$ cat config.mk
export PLATFORM = sky130hd
export DESIGN_NAME = as1802_bus_ctrl
export DESIGN_NICKNAME = d
export VERILOG_FILES = /design/src/rtl/as1802_pkg.sv /design/src/rtl/as1802_wait_cnt.sv /design/src/rtl/as1802_bus_ctrl.sv
export SDC_FILE = /design/constraint.sdc
export NUM_CORES = 1
export LEC_CHECK = 0
export ABC_AREA = 1
export CORE_UTILIZATION = 48
export DETAILED_ROUTE_END_ITERATION = 6
export GPL_TIMING_DRIVEN = 0
export PLACE_DENSITY = 0.77
export REMOVE_ABC_BUFFERS = 1
export SKIP_CTS_REPAIR_TIMING = 1
export SLEW_MARGIN = 20
export SYNTH_ARGS = -nofsm -noshare
export SYNTH_HDL_FRONTEND = slang
export SYNTH_SLANG_ARGS = --single-unit
$ cat constraint.sdc
create_clock -name wb_clk_i -period 4 [get_ports wb_clk_i]
set_clock_uncertainty 0.2 [all_clocks]
set_input_delay 0.4 -clock wb_clk_i [delete_from_list [all_inputs] [get_ports wb_clk_i]]
set_output_delay 0.4 -clock wb_clk_i [all_outputs]
set_load 0.1 [all_outputs]
$ cat src/rtl/as1802_pkg.sv
// as1802_pkg: shared types and default sizes for the as1802 external-bus controller.
//   bus_state_t  - bus-cycle FSM state encoding
//   Def*         - default parameter values used by as1802_bus_ctrl
//   TimeoutFill  - read data returned to the core when a ready handshake times out
package as1802_pkg;

    typedef enum logic [2:0] {
        StIdle,
        StSetup,
        StStrobe,
        StWaitRdy,
        StHold
    } bus_state_t;

    localparam int unsigned DefAddrW = 16;
    localparam int unsigned DefDataW = 8;
    localparam int unsigned DefWaitW = 3;
    localparam int unsigned DefToW   = 8;
    localparam int unsigned DefNW    = 3;

    localparam logic [DefDataW-1:0] TimeoutFill = '1;

endpackage

$ cat src/rtl/as1802_wait_cnt.sv
// as1802_wait_cnt: loadable down-counter with zero flag.
//   clk_i, rst_ni  - clock, asynchronous active-low reset
//   load_i         - load load_val_i (has priority over dec_i)
//   load_val_i     - value to load
//   dec_i          - decrement by one; saturates at zero
//   zero_o         - count is zero
module as1802_wait_cnt #(
    parameter int unsigned W = 3
) (
    input  logic         clk_i,
    input  logic         rst_ni,
    input  logic         load_i,
    input  logic [W-1:0] load_val_i,
    input  logic         dec_i,
    output logic         zero_o
);

    logic [W-1:0] cnt_q;

    always_ff @(posedge clk_i or negedge rst_ni) begin
        if (!rst_ni) begin
            cnt_q <= '0;
        end else if (load_i) begin
            cnt_q <= load_val_i;
        end else if (dec_i && (cnt_q != '0)) begin
            cnt_q <= cnt_q - W'(1);
        end
    end

    assign zero_o = (cnt_q == '0);

endmodule

$ cat src/rtl/as1802_bus_ctrl.sv
// as1802_bus_ctrl: external-bus controller between the as1802 core and the pads.
//   Core side : core_addr/core_tpa (multiplexed address), core_mrd/core_mwr (active-low
//               requests), core_dout, core_n, core_din (captured read data), core_ce (stall).
//   Pad side  : mem_addr, mem_rd_n/mem_wr_n (shaped strobes), mem_dout, mem_oeb, mem_din,
//               mem_ready, io_sel (one-hot N decode).
//   Config    : cfg_setup/cfg_wait/cfg_hold/cfg_use_rdy, sampled when a cycle starts.
//   Status    : err_timeout, sticky until reset.
// All outputs are registered; they are computed from the next FSM state.
module as1802_bus_ctrl
    import as1802_pkg::*;
#(
    parameter int unsigned ADDR_W = DefAddrW,
    parameter int unsigned DATA_W = DefDataW,
    parameter int unsigned WAIT_W = DefWaitW,
    parameter int unsigned TO_W   = DefToW,
    parameter int unsigned N_W    = DefNW
) (
    input  logic                  wb_clk_i,
    input  logic                  rst_n,
    input  logic [ADDR_W/2-1:0]   core_addr,
    input  logic                  core_tpa,
    input  logic                  core_mrd,
    input  logic                  core_mwr,
    input  logic [DATA_W-1:0]     core_dout,
    input  logic [N_W-1:0]        core_n,
    output logic [DATA_W-1:0]     core_din,
    output logic                  core_ce,
    output logic [ADDR_W-1:0]     mem_addr,
    output logic                  mem_rd_n,
    output logic                  mem_wr_n,
    output logic [DATA_W-1:0]     mem_dout,
    output logic                  mem_oeb,
    input  logic [DATA_W-1:0]     mem_din,
    input  logic                  mem_ready,
    output logic [(1<<N_W)-2:0]   io_sel,
    input  logic                  cfg_setup,
    input  logic [WAIT_W-1:0]     cfg_wait,
    input  logic                  cfg_hold,
    input  logic                  cfg_use_rdy,
    output logic                  err_timeout
);

    localparam int unsigned HalfW = ADDR_W / 2;
    localparam int unsigned IoW   = (1 << N_W) - 1;
    // WAIT_RDY lasts load+1 cycles, so this gives 2^TO_W-1 cycles before timing out.
    localparam logic [TO_W-1:0] ToLoad = {{(TO_W-1){1'b1}}, 1'b0};

    bus_state_t state_q, state_d;

    logic [HalfW-1:0]  addr_hi_q;
    logic              armed_q, armed_d;
    logic              is_wr_q, is_wr_d;
    logic [N_W-1:0]    n_q, n_d;
    logic [WAIT_W-1:0] cfg_wait_q, cfg_wait_d;
    logic              cfg_hold_q, cfg_hold_d;
    logic              cfg_use_rdy_q, cfg_use_rdy_d;

    logic [ADDR_W-1:0] mem_addr_q, mem_addr_d;
    logic [DATA_W-1:0] mem_dout_q, mem_dout_d;
    logic [DATA_W-1:0] core_din_q, core_din_d;
    logic              err_q, err_d;
    logic              mem_rd_n_q, mem_wr_n_q, mem_oeb_q, core_ce_q;
    logic [IoW-1:0]    io_sel_q, io_sel_d;

    logic              start;
    logic              strobe_d;
    bus_state_t        exit_state;

    logic              wait_load, wait_dec, wait_zero;
    logic [WAIT_W-1:0] wait_load_val;
    logic              to_load, to_dec, to_zero;

    as1802_wait_cnt #(.W(WAIT_W)) u_wait_cnt (
        .clk_i      (wb_clk_i),
        .rst_ni     (rst_n),
        .load_i     (wait_load),
        .load_val_i (wait_load_val),
        .dec_i      (wait_dec),
        .zero_o     (wait_zero)
    );

    as1802_wait_cnt #(.W(TO_W)) u_to_cnt (
        .clk_i      (wb_clk_i),
        .rst_ni     (rst_n),
        .load_i     (to_load),
        .load_val_i (ToLoad),
        .dec_i      (to_dec),
        .zero_o     (to_zero)
    );

    // A request only starts a cycle after both requests were seen high in IDLE.
    assign start         = armed_q && (!core_mrd || !core_mwr);
    assign exit_state    = cfg_hold_q ? StHold : StIdle;
    assign wait_load_val = (state_q == StIdle) ? cfg_wait : cfg_wait_q;

    always_comb begin
        state_d       = state_q;
        armed_d       = armed_q;
        is_wr_d       = is_wr_q;
        n_d           = n_q;
        cfg_wait_d    = cfg_wait_q;
        cfg_hold_d    = cfg_hold_q;
        cfg_use_rdy_d = cfg_use_rdy_q;
        mem_addr_d    = mem_addr_q;
        mem_dout_d    = mem_dout_q;
        core_din_d    = core_din_q;
        err_d         = err_q;
        wait_load     = 1'b0;
        wait_dec      = 1'b0;
        to_load       = 1'b0;
        to_dec        = 1'b0;

        unique case (state_q)
            StIdle: begin
                armed_d = core_mrd && core_mwr;
                if (start) begin
                    is_wr_d       = !core_mwr;  // write wins over a simultaneous read
                    n_d           = core_n;
                    cfg_wait_d    = cfg_wait;
                    cfg_hold_d    = cfg_hold;
                    cfg_use_rdy_d = cfg_use_rdy;
                    mem_addr_d    = {addr_hi_q, core_addr};
                    mem_dout_d    = core_dout;
                    if (cfg_setup) begin
                        state_d = StSetup;
                    end else begin
                        state_d   = StStrobe;
                        wait_load = 1'b1;
                    end
                end
            end
            StSetup: begin
                state_d   = StStrobe;
                wait_load = 1'b1;
            end
            StStrobe: begin
                if (!wait_zero) begin
                    wait_dec = 1'b1;
                end else if (cfg_use_rdy_q && !mem_ready) begin
                    state_d = StWaitRdy;
                    to_load = 1'b1;
                end else begin
                    if (!is_wr_q) core_din_d = mem_din;
                    state_d = exit_state;
                end
            end
            StWaitRdy: begin
                if (mem_ready) begin
                    if (!is_wr_q) core_din_d = mem_din;
                    state_d = exit_state;
                end else if (to_zero) begin
                    err_d      = 1'b1;
                    core_din_d = {DATA_W{1'b1}};
                    state_d    = exit_state;
                end else begin
                    to_dec = 1'b1;
                end
            end
            StHold: begin
                state_d = StIdle;
            end
            default: begin
                state_d = StIdle;
            end
        endcase

        strobe_d = (state_d == StStrobe) || (state_d == StWaitRdy);
        io_sel_d = '0;
        if (strobe_d && (n_d != '0)) begin
            io_sel_d = IoW'(1) << (n_d - N_W'(1));
        end
    end

    always_ff @(posedge wb_clk_i or negedge rst_n) begin
        if (!rst_n) begin
            state_q       <= StIdle;
            addr_hi_q     <= '0;
            armed_q       <= 1'b0;
            is_wr_q       <= 1'b0;
            n_q           <= '0;
            cfg_wait_q    <= '0;
            cfg_hold_q    <= 1'b0;
            cfg_use_rdy_q <= 1'b0;
            mem_addr_q    <= '0;
            mem_dout_q    <= '0;
            core_din_q    <= '0;
            err_q         <= 1'b0;
            mem_rd_n_q    <= 1'b1;
            mem_wr_n_q    <= 1'b1;
            mem_oeb_q     <= 1'b1;
            core_ce_q     <= 1'b1;
            io_sel_q      <= '0;
        end else begin
            state_q       <= state_d;
            if (core_tpa) addr_hi_q <= core_addr;
            armed_q       <= armed_d;
            is_wr_q       <= is_wr_d;
            n_q           <= n_d;
            cfg_wait_q    <= cfg_wait_d;
            cfg_hold_q    <= cfg_hold_d;
            cfg_use_rdy_q <= cfg_use_rdy_d;
            mem_addr_q    <= mem_addr_d;
            mem_dout_q    <= mem_dout_d;
            core_din_q    <= core_din_d;
            err_q         <= err_d;
            mem_rd_n_q    <= !(strobe_d && !is_wr_d);
            mem_wr_n_q    <= !(strobe_d && is_wr_d);
            mem_oeb_q     <= !((state_d != StIdle) && is_wr_d);
            core_ce_q     <= (state_d == StIdle);
            io_sel_q      <= io_sel_d;
        end
    end

    assign core_din    = core_din_q;
    assign core_ce     = core_ce_q;
    assign mem_addr    = mem_addr_q;
    assign mem_rd_n    = mem_rd_n_q;
    assign mem_wr_n    = mem_wr_n_q;
    assign mem_dout    = mem_dout_q;
    assign mem_oeb     = mem_oeb_q;
    assign io_sel      = io_sel_q;
    assign err_timeout = err_q;

endmodule

==> out/metrics.cfg <==
[worst_setup_path]
critical_path_class = flop to flop
cp-start-kind = flop
critPathRequiredTime_ns = 4.09
cp-end-kind = flop
r2r_setup_slack_ns = 1.24
path_max_fanout = 15
rr_endpoint = io_sel[5]
worstSetupPathDepth = 10
arrival_ns = 2.85
cp_cell_sequence = nor2_2 > nand4_1 > buf_8 > buf_6 > o21ai_2 > nor2_1 > ha_1 > inv_1 > nand3_1 > nor2_1
cp_common_cell = nor2_1
reg2reg_from = state_q[0]
critPathSlowestCell = dfrtp_1
cp_num_buf_inv = 3
crit_path_start = state_q[0]
cpPeakStageDelay_ns = 0.48
reg2reg_depth = 10
cp_top_family = simple AND/OR/NAND/NOR gates

[run]
max_cap_violations = 0

[placement]
gp_congestion = 0.833
hpwlAfterDp_mm = 5.27
io_buffers = 82

[hold_path]
hold_end = mem_dout[5]
worstHoldStart = mem_dout[5]
worstHoldPathType = flop to flop
hold_path_depth = 2

[die]
die_w_um = 87.3
coreArea_um2 = 6910
initial_core_util = 0.505
rows = 30
die_h_um = 87.3
die-area_um2 = 7620
ios = 83

[grt]
grt_pass1_wl_mm = 12.6
first_global_vias = 2825
grt_max_degree = 48
grtUsageTotal = 0.216
antenna_found_initial = 0
grt-ovfl-total = 0

[sta]
relSlewSlack = 0.327
setup_viol = 0
finalCritPeriodShare = 0.689
tightestPinTransition_ns = 1.01
drv_slew = 0
fin_crit_ns = 2.76
hold_viol_final = 0
holdWs_ns = 0.274
max_freq_ghz = 0.363
rsz0062_at_grt = false

[logic_synthesis]
synthCells = 402
yosys.cell_types.count = 33
synth_area_leaders = dfrtp_1 52%, nand2_1 14%, inv_1 4.9%
yosysSeqAreaShare = 0.546
synth.cell_area_um2 = 3490
ys.flop_type = dfrtp_1
synthArstFlopShare = 1.00
avgSynthCellArea_um2 = 8.68
netlist.area_leader.share = 0.516
synth_seq_cells = 76
ys_warn_count = 0
synth_edf_count = 0
synth_area_leader_cell = dfrtp_1

[cts]
cts_buffers = 9
clk_latency_ns = 0.35
cts_tree = yes
cts_root_buf = clkbuf_8
htree_levels = 3
clk_pin_slew_worst_paths_ns = 0.09
cts.sinks = 76
cts_buffer_depth = 2

[route]
routed_wl_mm = 7.40
remaining_drc_errors = 0
via_per_inst = 4.81
wl_per_cell_um = 12.6
drtIter0Drc = 154
vias = 2832
dr.pass1.iters = 4
antenna_left = 0

[run_status]
status = finished clean

[finish]
nets = 533
syn_to_final_growth_pct = 32.7
num_antenna_cells = 0
final_layout_size_suffix_gt1_frac = 0.112

[Yosys cell counts (all sizes together) (2+ instances only)]
| cell | count |
|---|---|
| ha | 6 |
| nand4 | 3 |
| nand3 | 24 |
| xor2 | 3 |
| o221ai | 8 |
| inv | 52 |
| buf | 9 |
| nand2 | 138 |
| clkbuf | 2 |
| dfstp | 4 |
| nor2 | 28 |
| o21ai | 46 |
| dfrtp | 72 |
[layout by cell type, fill, tap and decap left out, types with 2 or more instances in the layout]
cell / instances
nor2_2: 2
o21ai_2: 9
nand4_1: 3
nand2_2: 6
xor2_1: 3
dfrtp_1: 72
o21ai_0: 30
inv_1: 46
nand3_2: 2
o21ai_1: 6
o221ai_1: 8
ha_1: 6
clkdlybuf4s50_1: 81
nor2_4: 3
nand3_1: 21
clkinv_2: 2
dfstp_2: 4
clkbuf_8: 9
inv_6: 2
nand2_1: 131
nor2_1: 23
inv_2: 5
[registers in the layout (all words and copies together) (netlist names), 7 cells and up]
signal and count:
core_din 8, mem_dout 8, mem_addr 16, addr_hi_q 8, io_sel 7, u_to_cnt.cnt_q 8
[logic make-up after synthesis]
kind of cell	share of synthesized area
simple gates	0.243
flops	0.546
buf+inv	0.0753
compound gates	0.106
fa+ha+maj	0.0215
xor+xnor	0.00753
[cell type report]
| cell class | instances | area, µm² |
|---|---|---|
| clock buffer | 9 | 124 |
| clock inverter | 7 | 73.8 |
| fill | 594 | 2280 |
| inverter | 52 | 198 |
| multi-input combinational | 263 | 1330 |
| sequential | 76 | 1910 |
| tap | 96 | 120 |
| timing repair buffer | 86 | 882 |
[tightest hold or removal path, stage by stage, from the launching register on]
cell	delay [ns]
dfrtp_1	0.35
nand2_1	0.05
nand2_1	0.05
[through the flow]
step	util	setup WS, ns	cells	area (µm²)	TNS [ns]
2_1_floorplan	-	1.22	391	3430	0
3_3_place_gp	0.632	-0.307	569	4370	-21.79
3_5_place_dp	0.640	0.541	572	4420	0
4_1_cts	0.668	0.887	588	4620	0
5_1_grt	0.670	1.01	589	4630	0
6_report	0.670	1.24	589	4630	0
[worst max path at each step]
stage             endpoint  slack [ns]
2_1_floorplan    io_sel[5]        1.22
3_3_place_gp   mem_dout[5]       -0.31
3_5_place_dp     io_sel[5]        0.54
4_1_cts          io_sel[5]        0.89
5_1_grt          io_sel[5]        1.01
6_report         io_sel[5]        1.24
[routing by layer]
metal	global-route usage	up-vias	share of wire
met1	0.258	1308	0.43
li1	-	1445	-
met3	0.0692	8	0.075
met4	0.103	0	0.014
met5	0	-	0
met2	0.355	71	0.48
Power is left out: the tool's default activity adds up to more than one toggle a clock period on the data nets, which glitch-free logic cannot reach.
